===== config.mk =====
export PLATFORM = sky130hd
export DESIGN_NAME = switch_capture
export DESIGN_NICKNAME = d
export VERILOG_FILES = /design/src/rtl/switch_capture.sv
export SDC_FILE = /design/constraint.sdc
export NUM_CORES = 1
export LEC_CHECK = 0
export CAP_MARGIN = 10
export CORE_ASPECT_RATIO = 1.4
export CORE_UTILIZATION = 33
export DETAILED_ROUTE_END_ITERATION = 7
export PLACE_DENSITY = 0.61
export SLEW_MARGIN = 40
export SYNTH_ARGS = -nofsm -noshare
export SYNTH_HDL_FRONTEND = slang
export SYNTH_SLANG_ARGS = --single-unit

===== constraint.sdc =====
create_clock -name clock -period 2.15 [get_ports clock]
set_clock_uncertainty 0.2 [all_clocks]
set_input_delay 0.645 -clock clock [delete_from_list [all_inputs] [get_ports clock]]
set_output_delay 0.645 -clock clock [all_outputs]
set_load 0.01 [all_outputs]

===== src/rtl/switch_capture.sv =====
// Debounced player-switch capture with a valid/ready handshake toward the game logic.
// Optional feature: define SWITCH_CAPTURE_ONEHOT_EN to reject multi-switch patterns.
`timescale 1ns/1ps
module switch_capture #(
  parameter int WIDTH           = 10,
  parameter int DEBOUNCE_CYCLES = 16
) (
  input  logic             clock,
  input  logic             reset_n,
  input  logic [WIDTH-1:0] switch,
  input  logic             enable,
  input  logic             ready,
  output logic             valid,
  output logic [WIDTH-1:0] pattern,
  output logic             reject,
  output logic [7:0]       presses
);

  localparam int CW = $clog2(DEBOUNCE_CYCLES);
  localparam logic [CW-1:0] CNT_LAST = CW'(DEBOUNCE_CYCLES - 1);

  typedef enum logic [1:0] {
    IDLE         = 2'd0,
    WAIT_RELEASE = 2'd1,
    ARMED        = 2'd2,
    PRESENT      = 2'd3
  } state_t;

  logic [WIDTH-1:0] sync1_r, sync2_r, cand_r, deb_r;
  logic [CW-1:0]    cnt_r;
  state_t           state_r, state_s;
  logic             valid_r, reject_r;
  logic [WIDTH-1:0] pattern_r;
  logic [7:0]       presses_r;
  logic             load_s, reject_s, xfer_s;

`ifdef SWITCH_CAPTURE_ONEHOT_EN
  function automatic logic multi_hot(input logic [WIDTH-1:0] v);
    return |(v & (v - WIDTH'(1)));
  endfunction
`endif

  // Synchronizer and stability counter; cand_r is the previous synchronized sample.
  always_ff @(posedge clock or negedge reset_n) begin
    if (!reset_n) begin
      sync1_r <= {WIDTH{1'b0}};
      sync2_r <= {WIDTH{1'b0}};
      cand_r  <= {WIDTH{1'b0}};
      deb_r   <= {WIDTH{1'b0}};
      cnt_r   <= {CW{1'b0}};
    end else begin
      sync1_r <= switch;
      sync2_r <= sync1_r;
      cand_r  <= sync2_r;
      if (sync2_r != cand_r) begin
        cnt_r <= {CW{1'b0}};
      end else if (cnt_r == CNT_LAST) begin
        deb_r <= cand_r;
      end else begin
        cnt_r <= cnt_r + CW'(1);
      end
    end
  end

  // Next-state and per-cycle event decode; enable low overrides everything except a completed transfer.
  always_comb begin
    state_s  = state_r;
    load_s   = 1'b0;
    reject_s = 1'b0;
    xfer_s   = 1'b0;
    case (state_r)
      IDLE: begin
        if (enable) state_s = WAIT_RELEASE;
        else        state_s = IDLE;
      end
      WAIT_RELEASE: begin
        if (deb_r == {WIDTH{1'b0}}) state_s = ARMED;
        else                        state_s = WAIT_RELEASE;
      end
      ARMED: begin
        if (deb_r != {WIDTH{1'b0}}) begin
`ifdef SWITCH_CAPTURE_ONEHOT_EN
          if (multi_hot(deb_r)) begin
            reject_s = 1'b1;
            state_s  = WAIT_RELEASE;
          end else begin
            load_s  = 1'b1;
            state_s = PRESENT;
          end
`else
          load_s  = 1'b1;
          state_s = PRESENT;
`endif
        end else begin
          state_s = ARMED;
        end
      end
      PRESENT: begin
        if (ready) begin
          xfer_s  = 1'b1;
          state_s = WAIT_RELEASE;
        end else begin
          state_s = PRESENT;
        end
      end
      default: state_s = IDLE;
    endcase
    if (!enable) begin
      state_s  = IDLE;
      load_s   = 1'b0;
      reject_s = 1'b0;
    end else begin
      state_s  = state_s;
    end
  end

  // State and registered outputs; pattern is frozen while presenting.
  always_ff @(posedge clock or negedge reset_n) begin
    if (!reset_n) begin
      state_r   <= IDLE;
      valid_r   <= 1'b0;
      reject_r  <= 1'b0;
      pattern_r <= {WIDTH{1'b0}};
      presses_r <= 8'd0;
    end else begin
      state_r  <= state_s;
      valid_r  <= (state_s == PRESENT);
      reject_r <= reject_s;
      if (load_s)                  pattern_r <= deb_r;
      else if (state_s == PRESENT) pattern_r <= pattern_r;
      else                         pattern_r <= {WIDTH{1'b0}};
      if (xfer_s) presses_r <= presses_r + 8'd1;
      else        presses_r <= presses_r;
    end
  end

  assign valid   = valid_r;
  assign pattern = pattern_r;
  assign presses = presses_r;
`ifdef SWITCH_CAPTURE_ONEHOT_EN
  assign reject  = reject_r;
`else
  assign reject  = 1'b0;
`endif

endmodule


==> results list <==
* Run status: completed
- DRC Markers: 0
- STA classifies the critical path endpoint as an output port.
* Buffers and inverters on the worst path: 1
- CTS clock-pin slew for the worst setup and hold paths: 0.07 ns
- The total overflow left after global routing is 0.
- After synthesis, the netlist uses 28 different library cells.
- Type of origin of the critical path: register
* DRT Pass-1 Iters: 4
- The congestion estimate from routability-driven global placement came to ~0.7.
- Detailed-placement wirelength estimate: between 2 and 2.5 mm
- Fraction of the yosys area taken by sequential cells: 70.12%
- Warnings, synthesis: 0
* Starting density of the core: approximately 35%
* First DRT Iteration DRCs: 31
- Biggest cell delay along the critical path: ~0.54 ns
- Max-slew violation count: 0
- Clock latency on the worst-skew pair: 0.34 ns
- The clock passes through at most 2 buffers.
- TritonCTS built the clock tree.
- TritonCTS buffer count: 9
- Data on the critical path is required at its endpoint by 1.30 ns.
- Max-cap violations: 0
- Path category of the worst min-delay check: input pin to async pin
- Setup repair after global routing left no endpoint under its margin.
- The global routing stage identified its most utilized layer as met2.
- Across every metal layer, demand over resource in global routing totals 11.33%.
- Most used DFF post-synth: sky130_fd_sc_hd__dfrtp_1
* Met3 capacity usage during global routing: 4.279%
- Along the worst path, the maximum fanout reaches 2.
- Fin Setup TNS: 0 ns
* CP top delay family: buffers and inverters
- Entering global routing, the biggest net connects 66 pins.
* Arrival time at the worst endpoint: about 1.3 ns
- IO Port Bufs: 32
- Number of global-route vias before repair: around 1300
* Clock root buffer: sky130_fd_sc_hd__clkbuf_8
- Final-stage net count: 217
* Avg WL per Cell: 11.92 microns
- Number of instances in the synthesized netlist: 151
- Number of flops mapped to enable cells by yosys: 0
- Once routing completed, OpenROAD measured the worst setup slack at 0.05725 ns.
- Overall power consumption after layout is estimated at 2680 uW.
- Total power per unit cell area: 879.3 mW/mm^2
* Cell area after technology mapping: approximately 0.0023 sq mm
* Placed cells: 277
* Met1 GRT Util: a little over an eighth
- Core occupancy in the finished layout: 45.49%
- The clock net in this run drives a total of 65 sinks.
* Minimum period implied by the final worst setup slack: about 2.1 ns
- On the critical path, the stage with the largest delay is an instance of sky130_fd_sc_hd__clkdlybuf4s50_1.
- The clock tree synthesis step divided the H-tree into 3 levels.
* Worst ir drop on vdd: 0.4346 mV
- In this run the horizontal extent of the chip is 72.86 microns.
* GR Util met2: 17.40%
* Number of synthesized register bits: 65
- Die height: approximately 100 microns
- Detailed Route WL: between 3 and 4 mm
* Share of final-layout standard cells stronger than drive strength 1: 19.42%
- Final standard cell count with taps included and fillers excluded: 298
* Initial antenna violation count: 0
- A synthesized cell averages around 15 sq um.
- Diodes inserted: 0
- Count of final hold-check violations: 0
* Vias per cell: 4.356
- By startpoint and endpoint, the worst setup path is classified as register to output port.
- In this run the remaining antenna-violating nets after routing total 0.
- After floorplanning, the core was divided into 35 placement rows.
- The floorplan step defined a die boundary enclosing 0.007374 sq mm.
- Series of cell instances along the critical path: clkdlybuf4s50_1
- First-pass GRT wire length: 6.058 mm
- Via count: 1298
- Derived from the worst setup path, the maximum achievable clock frequency is roughly 480 MHz.
* Area growth syn-to-layout: 31.39%
* Area of the placeable core: around 0.0067 sq mm
* Period utilisation layout: 97.34%
- In this run the static leakage power is 0.001464 uW.
- Final setup fails: 0
* Mapped Nets: 167
- Pin placement for this block handled 34 I/O pins.
* Ys async rst share: 100.0%
- At the placement stage, the worst setup path has a slack of about 0.069 ns.
[synth_stat cells, types with 2 or more instances]
master | n | share of area [%]
sky130_fd_sc_hd__ha_1 | 2 | 1.1
sky130_fd_sc_hd__nor4_1 | 2 | 0.54
sky130_fd_sc_hd__nor2_1 | 10 | 1.6
sky130_fd_sc_hd__nor3_1 | 3 | 0.65
sky130_fd_sc_hd__xnor2_1 | 6 | 2.3
sky130_fd_sc_hd__xor2_1 | 13 | 4.9
sky130_fd_sc_hd__nor4_2 | 2 | 1.1
sky130_fd_sc_hd__nand3_1 | 8 | 1.7
sky130_fd_sc_hd__nand2_1 | 3 | 0.49
sky130_fd_sc_hd__dfrtp_1 | 65 | 70
sky130_fd_sc_hd__and3_1 | 2 | 0.54
sky130_fd_sc_hd__mux2_4 | 10 | 6.5
sky130_fd_sc_hd__a22o_1 | 10 | 3.8
[cells in the final DEF (no fill, tap or decap), drive strengths merged, types with 2 or more instances in the layout]
master / n
ha: 2
bufinv: 2
buf: 11
nor3: 3
clkinv: 3
mux2: 11
clkbuf: 10
clkdlybuf4s50: 27
dfrtp: 65
nand3: 8
nand2: 3
and3: 2
nor2: 10
xnor2: 6
xor2: 13
dlymetal6s2s: 4
a22o: 10
nor4: 4
[metal layers]
metal	part of all wire (%)	routed length (microns)	up-vias
li1	-	-	624
met1	43	1534	629
met2	49	1747	35
met3	4.8	172	10
met4	2.8	99	0
met5	0	0	-
[cell families after synthesis]
logic type               count (synthesis)  synth area share (%)
buffers and inverters                    4                 1.132
multiplexers                            12                 7.389
AO/OA/AOI/OAI                           13                 4.801
XOR/XNOR                                19                 7.174
flip-flops                              65                 70.12
AND/OR/NAND/NOR                         35                 8.145
adder cells (fa/ha/maj)                  2                 1.079
other                                    1                0.1617
[what timing repair did]
item / 4_1_cts / 5_1_grt
endpoints found under the setup margin: 5 / 4
hold buffers: 0 / 0
gates resized for setup: 0 / 4
buffers inserted: 5 / 0
[per-stage QoR]
stage	area [sq um]	hold WS [ns]
final	3048	0.09591
after global routing	3048	0.1197
after CTS	3038	0.1128
after detailed placement	2790	0.1355
after global placement	2790	0.1315
after floorplan	2320	0.1312
[layout make-up]
class / count / area (sq um)
sequential: 65 / 1627
tap: 92 / 115.1
inverter: 1 / 3.754
timing repair buffer: 42 / 425.4
fill: 606 / 3652
clock buffer: 10 / 127.6
multi-input combinational: 82 / 666.9
clock inverter: 6 / 82.58
[path summary, 6_finish.rpt]
kind / cells after the start / endpoint / slack, ns / from
worst max-delay path: 1 / pattern[1] / 0.06 / pattern[1]
worst min-delay path: 2 / sync1_r[7] / 0.1 / reset_n
worst max register to register: 5 / deb_r[5] / 0.18 / cand_r[6]
worst min register to register: 0 / sync2_r[5] / 0.15 / sync1_r[5]
max in group asynchronous: 2 / pattern[5] / 1.35 / reset_n
min in group clock: 0 / sync2_r[5] / 0.15 / sync1_r[5]
[flip-flops by register name, summed over array words and instances (netlist names)]
| signal | count |
|---|---|
| cand_r | 10 |
| deb_r | 10 |
| pattern | 10 |
| sync1_r | 10 |
| sync2_r | 10 |
| presses | 8 |
| cnt_r | 4 |
| state_r | 2 |
| valid | 1 |
[where the power goes]
group / switching (uW) / total (uW) / internal (uW)
sequential: 46.7 / 1340 / 1290
clock: 433 / 1080 / 646
combinational: 113 / 263 / 151
total: 592 / 2680 / 2090
Power figures use the tool's default switching activity.
